===== src/rtl/cnt_arb_pkg.sv =====
// Shared types and constants for the counter arbiter and its helpers.
package cnt_arb_pkg;

   // Engine states; encodings are shared with other counter-based blocks.
   typedef enum logic [1:0] {
      IDLE = 2'd0,
      RUN  = 2'd1,
      DONE = 2'd2
   } state_e;

   // Count direction constants from the counter block; this engine only counts down.
   localparam logic DIR_UP   = 1'b0;
   localparam logic DIR_DOWN = 1'b1;

   // Width of a requester index; never less than one bit.
   function automatic int ptr_w(input int n);
      return (n > 1) ? $clog2(n) : 1;
   endfunction

endpackage


===== src/rtl/cnt_arb_if.sv =====
// Request/grant bus between the requesters and the shared delay engine.
interface cnt_arb_if #(
   parameter int NREQ  = 4,
   parameter int WIDTH = 8
);
   logic [NREQ-1:0]       req;
   logic [NREQ*WIDTH-1:0] len;
   logic [NREQ-1:0]       gnt;
   logic [NREQ-1:0]       done;
   logic                  busy;
   logic [WIDTH-1:0]      cnt;

   // Requester side drives req/len and watches the engine.
   modport master (
      output req, len,
      input  gnt, done, busy, cnt
   );

   // Engine side.
   modport slave (
      input  req, len,
      output gnt, done, busy, cnt
   );
endinterface


===== src/rtl/cnt_arb_rr_pick.sv =====
// Combinational round-robin selector: first set request strictly after 'last', with wrap.
module rr_pick
   import cnt_arb_pkg::*;
#(
   parameter int NREQ = 4,
   parameter int PW   = ptr_w(NREQ)
) (
   input  logic [NREQ-1:0] req,
   input  logic [PW-1:0]   last,
   output logic [PW-1:0]   win,
   output logic [NREQ-1:0] onehot,
   output logic            valid
);

   // One spare bit so last+1+i never overflows before the wrap back below NREQ.
   logic [PW:0] idx;

   // Scan candidates last+1 .. last+NREQ modulo NREQ and keep the first hit.
   always_comb begin
      win    = '0;
      onehot = '0;
      valid  = 1'b0;
      idx    = '0;
      for (int i = 0; i < NREQ; i++) begin
         idx = {1'b0, last} + (PW+1)'(i + 1);
         if (idx >= (PW+1)'(NREQ)) begin
            idx = idx - (PW+1)'(NREQ);
         end
         if (!valid && req[idx[PW-1:0]]) begin
            valid                 = 1'b1;
            win                   = idx[PW-1:0];
            onehot[idx[PW-1:0]]   = 1'b1;
         end
      end
   end

endmodule


===== src/rtl/cnt_arb.sv =====
// Shared down-counting delay engine with round-robin access for NREQ requesters.
module cnt_arb
   import cnt_arb_pkg::*;
#(
   parameter int NREQ  = 4,
   parameter int WIDTH = 8
) (
   input  logic      clk,
   input  logic      rstn,
   cnt_arb_if.slave  bus
);

   localparam int PW = ptr_w(NREQ);

   state_e            state_q, state_d;
   logic [PW-1:0]     last_q, last_d;
   logic [WIDTH-1:0]  cnt_q, cnt_d;
   logic [NREQ-1:0]   gnt_q, gnt_d;
   logic [NREQ-1:0]   done_q, done_d;
   logic              busy_q, busy_d;

   logic [PW-1:0]     pick_idx;
   logic [NREQ-1:0]   pick_oh;
   logic              pick_vld;
   logic [WIDTH-1:0]  len_sel;
   logic [NREQ-1:0]   own_oh;

   rr_pick #(
      .NREQ (NREQ),
      .PW   (PW)
   ) u_pick (
      .req    (bus.req),
      .last   (last_q),
      .win    (pick_idx),
      .onehot (pick_oh),
      .valid  (pick_vld)
   );

   // While running, last_q is the current owner, so its one-hot doubles as the done target.
   assign own_oh = NREQ'(1) << last_q;

   // Select the winner's length; it is only captured on the grant edge.
   always_comb begin
      len_sel = '0;
      for (int i = 0; i < NREQ; i++) begin
         if (pick_idx == PW'(i)) begin
            len_sel = bus.len[i*WIDTH +: WIDTH];
         end
      end
   end

   // Next-state and output logic; abort beats completion when both apply.
   always_comb begin
      state_d = state_q;
      last_d  = last_q;
      cnt_d   = cnt_q;
      gnt_d   = gnt_q;
      done_d  = '0;
      case (state_q)
         IDLE: begin
            if (pick_vld) begin
               gnt_d   = pick_oh;
               cnt_d   = len_sel;
               last_d  = pick_idx;
               state_d = RUN;
            end
         end
         RUN: begin
            if (!bus.req[last_q]) begin
               gnt_d   = '0;
               cnt_d   = '0;
               state_d = IDLE;
            end else if (cnt_q == '0) begin
               gnt_d   = '0;
               done_d  = own_oh;
               state_d = DONE;
            end else begin
               cnt_d   = cnt_q - WIDTH'(1);
            end
         end
         DONE: begin
            state_d = IDLE;
         end
         default: begin
            gnt_d   = '0;
            cnt_d   = '0;
            state_d = IDLE;
         end
      endcase
      busy_d = (state_d != IDLE);
   end

   // State, pointer, counter and output registers; reset puts requester 0 first in line.
   always_ff @(posedge clk or negedge rstn) begin
      if (!rstn) begin
         state_q <= IDLE;
         last_q  <= PW'(NREQ - 1);
         cnt_q   <= '0;
         gnt_q   <= '0;
         done_q  <= '0;
         busy_q  <= 1'b0;
      end else begin
         state_q <= state_d;
         last_q  <= last_d;
         cnt_q   <= cnt_d;
         gnt_q   <= gnt_d;
         done_q  <= done_d;
         busy_q  <= busy_d;
      end
   end

   assign bus.gnt  = gnt_q;
   assign bus.done = done_q;
   assign bus.busy = busy_q;
   assign bus.cnt  = cnt_q;

endmodule


===== src/flat_wrapper.sv =====
// flat-port wrapper written by rule: the top's interface ports become plain ports
module cnt_arb_flat import cnt_arb_pkg::*;
#(
   parameter int NREQ  = 4,
   parameter int WIDTH = 8
)
  (clk, rstn, bus_req, bus_len, bus_gnt, bus_done, bus_busy, bus_cnt);
  cnt_arb_if #(.NREQ(NREQ), .WIDTH(WIDTH)) bus_i ();
  input  logic clk;
  input  logic rstn;
  input wire logic [$bits(bus_i.req)-1:0] bus_req;
  input wire logic [$bits(bus_i.len)-1:0] bus_len;
  output wire logic [$bits(bus_i.gnt)-1:0] bus_gnt;
  output wire logic [$bits(bus_i.done)-1:0] bus_done;
  output wire logic [$bits(bus_i.busy)-1:0] bus_busy;
  output wire logic [$bits(bus_i.cnt)-1:0] bus_cnt;
  assign bus_i.req = bus_req;
  assign bus_i.len = bus_len;
  assign bus_gnt = bus_i.gnt;
  assign bus_done = bus_i.done;
  assign bus_busy = bus_i.busy;
  assign bus_cnt = bus_i.cnt;
  cnt_arb #(.NREQ(NREQ), .WIDTH(WIDTH)) u_core (.clk(clk), .rstn(rstn), .bus(bus_i));
endmodule

===== config.mk =====
export PLATFORM = sky130hd
export DESIGN_NAME = cnt_arb_flat
export DESIGN_NICKNAME = d
export VERILOG_FILES = /design/src/rtl/cnt_arb_pkg.sv /design/src/rtl/cnt_arb_if.sv /design/src/rtl/cnt_arb_rr_pick.sv /design/src/rtl/cnt_arb.sv /design/src/flat_wrapper.sv
export SDC_FILE = /design/constraint.sdc
export NUM_CORES = 1
export LEC_CHECK = 0
export BUFFER_PORTS_ARGS = -buffer_cell sky130_fd_sc_hd__buf_2
export CORE_MARGIN = 4
export CORE_UTILIZATION = 55
export CTS_CLUSTER_SIZE = 20
export DETAILED_ROUTE_END_ITERATION = 16
export MAX_ROUTING_LAYER = met4
export PLACE_DENSITY_LB_ADDON = 0.05
export SYNTH_ARGS = -nofsm -noshare
export SYNTH_HDL_FRONTEND = slang
export SYNTH_HIERARCHICAL = 1
export SYNTH_SLANG_ARGS = --single-unit

===== constraint.sdc =====
create_clock -name clk -period 5.2 [get_ports clk]
set_input_delay 1.56 -clock clk [delete_from_list [all_inputs] [get_ports clk]]
set_output_delay 1.56 -clock clk [all_outputs]
set_load 0.01 [all_outputs]

==> results of run 1 <==
flip-flops by register name, indices dropped and copies added, names as in the netlist:
name	flops
u_core/bus.busy	1
u_core/bus.cnt	8
u_core/bus.done	4
u_core/bus.gnt	4
u_core/last_q	2
u_core/state_q	2
cell families (layout without fill, tap and decap cells):
logic type | count (synthesis) | after routing | synth area share, %
flip-flops | 21 | 21 | 27.1
AND/OR/NAND/NOR | 70 | 70 | 19.3
buffers and inverters | 26 | 73 | 6.41
multiplexers | 17 | 17 | 16.2
adder cells (fa/ha/maj) | 10 | 10 | 6.41
AO/OA/AOI/OAI | 62 | 62 | 24.7
Yosys cell counts (3+ instances only):
library cell and instances:
a21oi_1 6, nor3b_1 6, buf_2 4, nand2b_1 3
a22o_1 4, nor3_1 3, clkbuf_1 6, or3_1 4
dfrtp_1 19, o21ai_0 7, ha_1 10, a2111o_1 4
a31oi_1 5, and2_1 3, o31ai_1 5, nand2_1 25
nor2_1 7, a211oi_1 4, inv_1 12, nand4_1 6
a21o_1 4, o22ai_1 5, buf_6 3, mux4_2 11
mux2i_1 3
cells in the final DEF (no fill, tap or decap), drive strengths merged, types with 2 or more instances in the layout:
master | synthesis | final
a2111o | 4 | 4
a211oi | 4 | 4
a21o | 4 | 4
a21oi | 6 | 6
a22o | 4 | 4
a31oi | 5 | 5
a32oi | 2 | 2
and2 | 3 | 3
buf | 7 | 56
clkbuf | 6 | 3
dfrtp | 19 | 19
dfstp | 2 | 2
ha | 10 | 10
inv | 13 | 13
mux2 | 3 | 3
mux2i | 3 | 3
mux4 | 11 | 11
nand2 | 25 | 25
nand2b | 4 | 4
nand3 | 2 | 2
nand4 | 6 | 6
nor2 | 7 | 7
nor2b | 2 | 2
nor3 | 3 | 3
nor3b | 6 | 6
o21a | 2 | 2
o21ai | 8 | 8
o22ai | 5 | 5
o31ai | 5 | 5
or3 | 4 | 4
path summary, 6_finish.rpt:
check	slack (ps)	cells past startpoint	endpoint
max	1580	11	u_core/bus.cnt[7]$_DFFE_PN0P_
min	520	1	u_core/bus.gnt[2]$_DFFE_PN0P_
max reg2reg	1580	11	u_core/bus.cnt[7]$_DFFE_PN0P_
min reg2reg	520	1	u_core/bus.gnt[2]$_DFFE_PN0P_
max in group asynchronous	3660	1	u_core/last_q[0]$_DFFE_PN1P_
min in group asynchronous	1170	1	u_core/bus.done[1]$_DFF_PN0_
worst max-delay path, delay by kind of cell, from the launching register on:
| kind | cells | cell delay (ps) |
|---|---|---|
| AND/OR/NAND/NOR | 1 | 80 |
| adder cells (fa/ha/maj) | 1 | 500 |
| AO/OA/AOI/OAI | 6 | 1040 |
| buffers and inverters | 2 | 460 |
| multiplexers | 1 | 510 |
| flip-flops | 1 | 910 |
cell type report:
class	instances	area [µm²]	share of cell area (%)
multi-input cells	159	1310	57.9
inverters	13	48.8	2.16
clock inverters	1	7.51	0.333
repair buffers	56	285	12.7
flip-flops and latches	21	528	23.4
well taps	46	57.6	2.55
clock buffers	3	22.5	0.999
through the flow:
step                      worst slack (ps)  instance area (µm²)  power [mW]
after floorplan                       1500                 1950       0.980
after global routing                  1330                 2250        1.38
after CTS                             1590                 2250        1.26
final                                 1580                 2250        1.27
after global placement                1480                 2220        1.17
after detailed placement              1460                 2220        1.17
metal layers:
metal	vias up	GRT usage, %
met1	883	34.2
met5	-	-
met2	82	35.8
met3	4	3.83
li1	888	-
met4	0	7.59
power by group through the flow:
stage                     logic [mW]  registers (mW)  clock network (mW)
after floorplan                0.679           0.301                   0
after global placement         0.833           0.341                   0
after detailed placement       0.834           0.339                   0
after CTS                      0.841           0.336              0.0869
after global routing           0.935           0.355              0.0938
final                          0.847           0.338              0.0844
==> flow_summary_export.csv, run 1 <==
group,metric,value,unit
yosys,netlist.area_leader.share,24.4,%
clock_network,cts_buffers,3,
yosys,netlist_top_cells_area,"dfrtp_1, mux4_2, ha_1",
detailed_routing,wire_per_inst,16.8,µm
timing,relSlewSlack,35.2,%
hold_path,hp-class,"flop to flop",
critical_path,criticalPathCategory,"flop to flop",
yosys,synth-seq-cells,21,
global_routing,grt.total_usage,24.3,%
clock_network,clk_pin_slew_worst_paths,120,ps
pwr,power_density,563,mW/mm²
place,place.gp.congestion,0.924,
clock_network,ctsRootBufferMaster,"clkbuf_4",
global_routing,antenna_found_initial,0,
timing,fmax,276,MHz
detailed_routing,drt_wl_total,5010,µm
timing,slew_violations,0,
pwr,seqPwrFrac,26.7,%
timing,whs,524,ps
critical_path,timing.rr.start,"u_core/last_q[0]$_DFFE_PN1P_",
cells_and_area,areaGrowthSynthToFinish,15.5,%
detailed_routing,drcViolationCount,0,
detailed_routing,wl_met1,2330,µm
cells_and_area,post-route-util,66.5,%
clock_network,cts_resized,0,
cells_and_area,nNetsFinal,302,
timing,tns,0,ps
cells_and_area,drive_gt1_share,32.4,%
critical_path,cpPeakStageDelay,910,ps
critical_path,cp_slowest_cell,"dfstp_2",
run,drv_cap,0,
timing,finalHoldViolations,0,
critical_path,path_cells,"inv_1 -> ha_1 -> a21oi_1 -> a211oi_1 -> a311o_1 -> a221oi_2 -> buf_4 -> mux4_2 -> nand2_1 -> o41a_1 -> o22ai_1",
detailed_routing,dr.pass1.iters,4,
critical_path,cp.arrival,3810,ps
cells_and_area,fin_cells,299,
clock_network,clkLatencyLatePin,320,ps
pwr,power_leakage,1.03,nW
yosys,synth-edff-count,0,
cells_and_area,fillers,285,
clock_network,hold_buffers,0,
detailed_routing,via_per_inst,6.21,
clock_network,post_cts_buffers,0,
clock_network,clkSinkCount,21,
timing,rsz0062_at_grt,"no",
detailed_routing,route.met2.wl,2280,µm
pwr,ir_worst_vdd,312,µV
yosys,postSynth.asyncResetShare,100,%
detailed_routing,routed.top_layer,"met4",
yosys,synth_area,0.00195,mm²
timing,post-route-period-util,69.7,%
clock_network,cts_tree,"yes",
pwr,power_switching,0.617,mW
yosys,synth_cell_type_count,57,
critical_path,required,5380,ps
yosys,synth_top_area_cell,"dfrtp_1",
pwr,clockPowerShare,6.6,%
floorplan,die_x,67.6,µm
critical_path,critPathMaxFanout,28,
timing,setup_violations,0,
pwr,switching_share,48.6,%
timing,post-route-min-period,3620,ps
clock_network,h-tree-depth,1,
detailed_routing,ant_nets,0,
timing,max_slew.worst_pin.slew,970,ps
floorplan,core,0.00339,mm²
floorplan,fp.dieH,67.6,µm
place,port_buffers,54,
clock_network,clockBufferDepth,2,
critical_path,start_kind,"flop",
timing,skew,19.0,ps
detailed_routing,vias,1857,
yosys,synth_top_flop_cell,"dfrtp_1",
floorplan,io_pins,55,
yosys,synth-seq-area-share,27.1,%
run_status,outcome,"finished clean",
critical_path,cp-end-kind,"flop",
global_routing,grt_pass1_vias,1736,
hold_path,hp-start,"u_core/bus.gnt[2]$_DFFE_PN0P_",
global_routing,overflow,0,
pwr,comb_power_share,66.7,%
global_routing,grt_pass1_wl,8090,µm
floorplan,initial_utilization,57.6,%
cells_and_area,diodes,0,
yosys,syn_avg_cell_area,9.48,µm²
floorplan,dieArea,0.00457,mm²
place,post-place-cells,295,
pwr,internal-power,0.653,mW
global_routing,grt_max_degree,29,
detailed_routing,first_iter_violations,123,
yosys,mappedNetlistNets,254,
yosys,yosys_warnings,6,
critical_path,startpoint,"u_core/last_q[0]$_DFFE_PN1P_",
yosys,syn_inst,206,
floorplan,core.rowCount,21,
place,hpwlAfterDp,3800,µm
detailed_routing,wl_met3,362,µm
Power figures use the tool's default switching activity.
==> run 2, diff against run 1 <==
--- a/config.mk
+++ b/config.mk
@@ -7,7 +7,7 @@
 export LEC_CHECK = 0
 export BUFFER_PORTS_ARGS = -buffer_cell sky130_fd_sc_hd__buf_2
 export CORE_MARGIN = 4
-export CORE_UTILIZATION = 55
+export CORE_UTILIZATION = 53
 export CTS_CLUSTER_SIZE = 20
 export DETAILED_ROUTE_END_ITERATION = 16
 export MAX_ROUTING_LAYER = met4
==> constraint.sdc (replaced) <==
create_clock -name clk -period 3.5 [get_ports clk]
set_input_delay 1.05 -clock clk [delete_from_list [all_inputs] [get_ports clk]]
set_output_delay 1.05 -clock clk [all_outputs]
set_load 0.01 [all_outputs]
==> run 2 against run 1 <==
Combinational power up 65%. Clock power rose by 95%. Non-clock buffer count up 6. Fmax increased by 16%. Cell count increased by 2.0%. Register-to-register slack worse by 1200 ps. Highest routed layer unchanged. Sequential share of layout area fell by 0.64 points. Die area grew 3.3%. Utilization grew 0.84 points. Total power increased by 57%.
==> flow_summary_export.csv, run 2 (synthesis gave the netlist of run 1 again) <==
group,metric,value,unit
floorplan,fp.dieH,68.7,µm
pwr,power_density,858,mW/mm²
critical_path,rrSetupSlack,390,ps
pwr,clockPowerShare,8.3,%
global_routing,grt_pass1_vias,1778,
pwr,seqPwrFrac,21.4,%
run_status,outcome,"finished clean",
global_routing,overflow,0,
clock_network,clkSinkCount,21,
cells_and_area,drive_gt1_share,34.0,%
timing,max_slew.worst_pin.slew,551,ps
critical_path,path_cells,"inv_1 -> ha_1 -> a21oi_1 -> a211oi_1 -> a311o_1 -> a221oi_2 -> buf_4 -> mux4_2 -> nand2_1 -> o41a_1 -> o22ai_1",
timing,post-route-period-util,88.9,%
pwr,ir_worst_vdd,414,µV
cells_and_area,post-route-util,67.4,%
timing,finalHoldViolations,0,
critical_path,cp-end-kind,"flop",
detailed_routing,dr.pass1.iters,4,
detailed_routing,ant_nets,0,
clock_network,cts_tree,"yes",
detailed_routing,wl_met1,2460,µm
timing,tns,0,ps
timing,fmax,322,MHz
detailed_routing,drcViolationCount,0,
critical_path,required,3630,ps
detailed_routing,route.met2.wl,2350,µm
floorplan,core,0.00344,mm²
place,hpwlAfterDp,3990,µm
cells_and_area,areaGrowthSynthToFinish,18.8,%
timing,skew,9.95,ps
critical_path,critPathCapture,"u_core/bus.cnt[7]$_DFFE_PN0P_",
detailed_routing,routed.top_layer,"met4",
timing,slew_violations,0,
detailed_routing,via_per_inst,6.25,
cells_and_area,fillers,299,
floorplan,die_x,68.7,µm
pwr,internal-power,1.05,mW
critical_path,r2r_cells,11,
place,place.gp.congestion,0.880,
clock_network,post_cts_buffers,0,
global_routing,antenna_found_initial,0,
clock_network,hold_buffers,0,
detailed_routing,first_iter_violations,331,
cells_and_area,mostFrequentLayoutCells,"buf_2, nand2_1, dfrtp_1",
pwr,switching_share,47.5,%
timing,setup_violations,0,
critical_path,cpPeakStageDelay,530,ps
critical_path,timing.rr.end,"u_core/bus.cnt[7]$_DFFE_PN0P_",
global_routing,grt_max_degree,28,
timing,whs,499,ps
clock_network,h-tree-depth,1,
pwr,power_leakage,1.06,nW
critical_path,cp.arrival,3240,ps
critical_path,crit_buf_inv,2,
global_routing,grt.total_usage,24.9,%
timing,rsz0062_at_grt,"no",
critical_path,timing.rr.start,"u_core/last_q[0]$_DFFE_PN1P_",
floorplan,core.rowCount,21,
critical_path,startpoint,"u_core/last_q[0]$_DFFE_PN1P_",
detailed_routing,wire_per_inst,17.1,µm
clock_network,ctsRootBufferMaster,"clkbuf_8",
critical_path,critPathTopFamily,"compound AO/OA/AOI/OAI gates",
pwr,power_switching,0.944,mW
floorplan,io_pins,55,
hold_path,hp-class,"flop to flop",
cells_and_area,largest_reg_flops,8,
detailed_routing,vias,1907,
clock_network,clk_pin_slew_worst_paths,80,ps
clock_network,cts_buffers,3,
critical_path,start_kind,"flop",
global_routing,grt_pass1_wl,8470,µm
place,port_buffers,54,
critical_path,critPathMaxFanout,11,
cells_and_area,diodes,0,
pwr,comb_power_share,70.3,%
critical_path,cp_slowest_cell,"dfstp_2",
timing,post-route-min-period,3110,ps
critical_path,criticalPathCategory,"flop to flop",
run,drv_cap,0,
clock_network,clkLatencyLatePin,270,ps
clock_network,clockBufferDepth,2,
floorplan,dieArea,0.00472,mm²
detailed_routing,drt_wl_total,5220,µm
cells_and_area,nNetsFinal,308,
timing,relSlewSlack,62.2,%
clock_network,cts_resized,0,
critical_path,path_depth,11,
cells_and_area,final_common_cell,"buf_2",
floorplan,initial_utilization,56.7,%
detailed_routing,wl_met3,387,µm
run 2: cell types whose count changed in the layout (fill, tap and decap cells not counted):
cell	before	now
clkbuf_8	0	3
buf_4	2	8
clkbuf_4	3	0
run 2: worst min path at each step:
stage / start / endpoint / depth (start not counted)
6_report: u_core/bus.gnt[2]$_DFFE_PN0P_ / u_core/bus.gnt[2]$_DFFE_PN0P_ / 1
5_1_grt: u_core/bus.gnt[0]$_DFFE_PN0P_ / u_core/bus.gnt[0]$_DFFE_PN0P_ / 1
4_1_cts: u_core/bus.gnt[2]$_DFFE_PN0P_ / u_core/bus.gnt[2]$_DFFE_PN0P_ / 1
3_5_place_dp: u_core/bus.gnt[1]$_DFFE_PN0P_ / u_core/bus.gnt[1]$_DFFE_PN0P_ / 1
3_3_place_gp: u_core/bus.gnt[1]$_DFFE_PN0P_ / u_core/bus.gnt[1]$_DFFE_PN0P_ / 1
2_1_floorplan: u_core/bus.gnt[0]$_DFFE_PN0P_ / u_core/bus.gnt[0]$_DFFE_PN0P_ / 1
run 2: area by class of cell:
type / instances / area [µm²] / area share [%]
inverters: 13 / 48.8 / 2.10
well taps: 46 / 57.6 / 2.48
clock inverters: 1 / 7.51 / 0.324
flip-flops and latches: 21 / 528 / 22.8
multi-input cells: 159 / 1310 / 56.3
clock buffers: 3 / 41.3 / 1.78
repair buffers: 62 / 330 / 14.2
run 2: power by group through the flow:
stage / Clock (mW) / Combinational [mW] / Sequential [mW]
finish: 0.165 / 1.40 / 0.426
global route: 0.183 / 1.53 / 0.441
CTS: 0.169 / 1.38 / 0.424
detailed placement: 0 / 1.38 / 0.428
global placement: 0 / 1.36 / 0.429
floorplan: 0 / 1.01 / 0.448
run 2: worst reg2reg max path, cell delays in order (launching register included):
cell	delay [ps]
dfstp_2	530
inv_1	90
ha_1	460
a21oi_1	180
a211oi_1	70
a311o_1	350
a221oi_2	260
buf_4	240
mux4_2	500
nand2_1	80
o41a_1	150
o22ai_1	80
run 2: per-stage QoR:
step                      worst slack (ps)  total power [mW]  cell area (µm²)  std cells
final                                  390              1.99             2320        305
after global routing                   228              2.16             2320        305
after CTS                              407              1.98             2320        305
after detailed placement               273              1.80             2270        301
after global placement                 293              1.79             2270        301
after floorplan                       62.8              1.46             1950        206
run 2: routing by layer:
layer	up-vias	global-route usage, %
met1	908	36.8
met5	-	-
met2	88	36.5
met4	0	5.71
li1	907	-
met3	4	2.92
==> run 3, diff against run 2 <==
--- a/config.mk
+++ b/config.mk
@@ -7,12 +7,11 @@
 export LEC_CHECK = 0
 export BUFFER_PORTS_ARGS = -buffer_cell sky130_fd_sc_hd__buf_2
 export CORE_MARGIN = 4
-export CORE_UTILIZATION = 53
+export CORE_UTILIZATION = 52
 export CTS_CLUSTER_SIZE = 20
 export DETAILED_ROUTE_END_ITERATION = 16
 export MAX_ROUTING_LAYER = met4
 export PLACE_DENSITY_LB_ADDON = 0.05
 export SYNTH_ARGS = -nofsm -noshare
 export SYNTH_HDL_FRONTEND = slang
-export SYNTH_HIERARCHICAL = 1
 export SYNTH_SLANG_ARGS = --single-unit
==> run 3 against run 2 <==
Setup slack got worse by 96 ps. Cell count fell by 7.9%. Via count is 12% lower. Hold slack gained 10 ps. Critical path type unchanged. Critical endpoint is now u_core.bus.cnt[7]$_DFFE_PN0P_.
==> flow_summary_export.csv, run 3 <==
group,metric,value,unit
floorplan,core,0.00334,mm²
critical_path,cpPeakStageDelay,660,ps
cells_and_area,drive_gt1_share,35.3,%
clock_network,cts_buffers,3,
timing,relSlewSlack,64.8,%
detailed_routing,wire_per_inst,15.4,µm
cells_and_area,mostFrequentLayoutCells,"buf_2, dfrtp_1, o21ai_0",
timing,fmax,312,MHz
critical_path,crit_buf_inv,1,
detailed_routing,dr.pass1.iters,4,
floorplan,core.rowCount,21,
critical_path,criticalPathCategory,"flop to flop",
critical_path,critPathMaxFanout,18,
yosys,syn_inst,182,
place,port_buffers,54,
clock_network,clkSinkCount,21,
cells_and_area,final_common_cell,"buf_2",
critical_path,start_kind,"flop",
yosys,synth-seq-cells,21,
pwr,p_total,2.08,mW
yosys,synth-edff-count,0,
yosys,synth_top_flop_cell,"dfrtp_1",
cells_and_area,largest_reg_flops,8,
critical_path,cp-end-kind,"flop",
timing,post-route-period-util,91.6,%
yosys,netlist_top_cells_area,"dfrtp_1, mux4_2, mux2i_1",
global_routing,grt_max_degree,22,
floorplan,io_pins,55,
clock_network,clockBufferDepth,2,
clock_network,ctsRootBufferMaster,"clkbuf_4",
global_routing,grt.total_usage,21.6,%
clock_network,post_cts_buffers,0,
cells_and_area,nNetsFinal,283,
floorplan,die_x,66.6,µm
yosys,synth_top_area_cell,"dfrtp_1",
yosys,synth-seq-area-share,29.6,%
timing,setup_violations,0,
clock_network,cts_resized,0,
critical_path,cp.arrival,3400,ps
detailed_routing,drt_wl_total,4310,µm
floorplan,fp.dieH,66.6,µm
pwr,power_leakage,1.03,nW
pwr,ir_worst_vdd,624,µV
floorplan,dieArea,0.00443,mm²
place,place.gp.congestion,0.869,
place,post-place-cells,277,
run_status,outcome,"finished clean",
yosys,synth_cell_type_count,55,
clock_network,cts_tree,"yes",
place,hpwlAfterDp,3390,µm
critical_path,cp_slowest_cell,"dfstp_2",
global_routing,antenna_found_initial,0,
timing,max_slew.worst_pin.slew,526,ps
clock_network,h-tree-depth,1,
global_routing,overflow,0,
timing,finalHoldViolations,0,
yosys,synth_area,0.00178,mm²
yosys,synth_common_cells,"dfrtp_1, o21ai_0, mux2i_1",
timing,whs,509,ps
yosys,postSynth.asyncResetShare,100,%
run,drv_cap,0,
critical_path,path_cells,"inv_1 -> ha_1 -> mux4_2 -> nor4b_4 -> o21a_1 -> nor3_2 -> a2111oi_0 -> nor3_1",
floorplan,initial_utilization,53.5,%
yosys,synth.most_common_cell,"dfrtp_1",
clock_network,hold_buffers,0,
timing,post-route-min-period,3210,ps
timing,skew,13.4,ps
timing,tns,0,ps
yosys,netlist.area_leader.share,26.6,%
hold_path,hold_path_depth,1,
clock_network,clkLatencyLatePin,310,ps
hold_path,hp-class,"flop to flop",
global_routing,grt_pass1_wl,7360,µm
global_routing,grt_pass1_vias,1652,
cells_and_area,diodes,0,
detailed_routing,drcViolationCount,0,
yosys,syn_avg_cell_area,9.80,µm²
detailed_routing,vias,1686,
critical_path,r2r_cells,8,
detailed_routing,via_per_inst,6.00,
cells_and_area,areaGrowthSynthToFinish,18.2,%
timing,slew_violations,0,
detailed_routing,ant_nets,0,
yosys,yosys_warnings,0,
clock_network,clk_pin_slew_worst_paths,120,ps
pwr,power_density,985,mW/mm²
critical_path,path_depth,8,
detailed_routing,first_iter_violations,85,
cells_and_area,fin_cells,281,
critical_path,critPathTopFamily,"flip-flops",
timing,rsz0062_at_grt,"no",
critical_path,required,3690,ps
yosys,mappedNetlistNets,229,
==> run 3: changes by cell type after synthesis, moves of 5 or more <==
cell     delta
o22ai_1     -5
nand2_1    -18
o21ai_0     +8
mux2i_1     +9
a22oi_1     +8
o31ai_1     -5
nand4_1     -6
nor3b_1     -5
mux4_2      -5
==> run 3: worst paths after layout <==
kind / startpoint / endpoint / slack, ps
worst max-delay path: u_core.last_q[1]$_DFFE_PN1P_ / u_core.bus.cnt[7]$_DFFE_PN0P_ / 290
worst min-delay path: u_core.bus.gnt[3]$_DFFE_PN0P_ / u_core.bus.gnt[3]$_DFFE_PN0P_ / 510
worst max register to register: u_core.last_q[1]$_DFFE_PN1P_ / u_core.bus.cnt[7]$_DFFE_PN0P_ / 290
worst min register to register: u_core.bus.gnt[3]$_DFFE_PN0P_ / u_core.bus.gnt[3]$_DFFE_PN0P_ / 510
max in group asynchronous: rstn / u_core.last_q[0]$_DFFE_PN1P_ / 2470
min in group asynchronous: rstn / u_core.bus.cnt[2]$_DFFE_PN0P_ / 670
==> run 3: power by group <==
part           total, mW  switching, mW  internal (mW)
logic               1.52          0.839          0.679
registers          0.443          0.102          0.341
clock network      0.116         0.0732         0.0426
==> run 3: area by class of cell <==
type	count	area, µm²
clock buffers	3	22.5
fillers	315	1230
flip-flops and latches	21	528
repair buffers	59	308
multi-input cells	143	1160
clock inverters	1	5.00
inverters	8	30.0
well taps	46	57.6
==> run 3: per-stage QoR <==
| stage | util [%] | setup slack (ps) | instance area [µm²] |
|---|---|---|---|
| after floorplan | - | 277 | 1780 |
| after global routing | 63.2 | 96.9 | 2110 |
| after CTS | 63.2 | 299 | 2110 |
| after global placement | 62.4 | 238 | 2080 |
| final | 63.2 | 294 | 2110 |
| after detailed placement | 62.4 | 195 | 2080 |
==> run 3: cell families after synthesis <==
group / synth area share [%]
AOI/OAI and AO/OA: 23.5
and+or+nand+nor: 19.8
DFF: 29.6
buffers and inverters: 5.54
muxes: 14.3
adders and majority gates: 6.31
xor gates and xnor gates: 0.982
==> run 3: layer usage <==
| layer | track usage (%) | part of all wire [%] | up-vias |
|---|---|---|---|
| met5 | - | 0 | - |
| met4 | 5.33 | 1.1 | 0 |
| met3 | 2.53 | 6.8 | 4 |
| met2 | 37.6 | 48 | 63 |
| met1 | 26.7 | 44 | 808 |
| li1 | - | - | 811 |
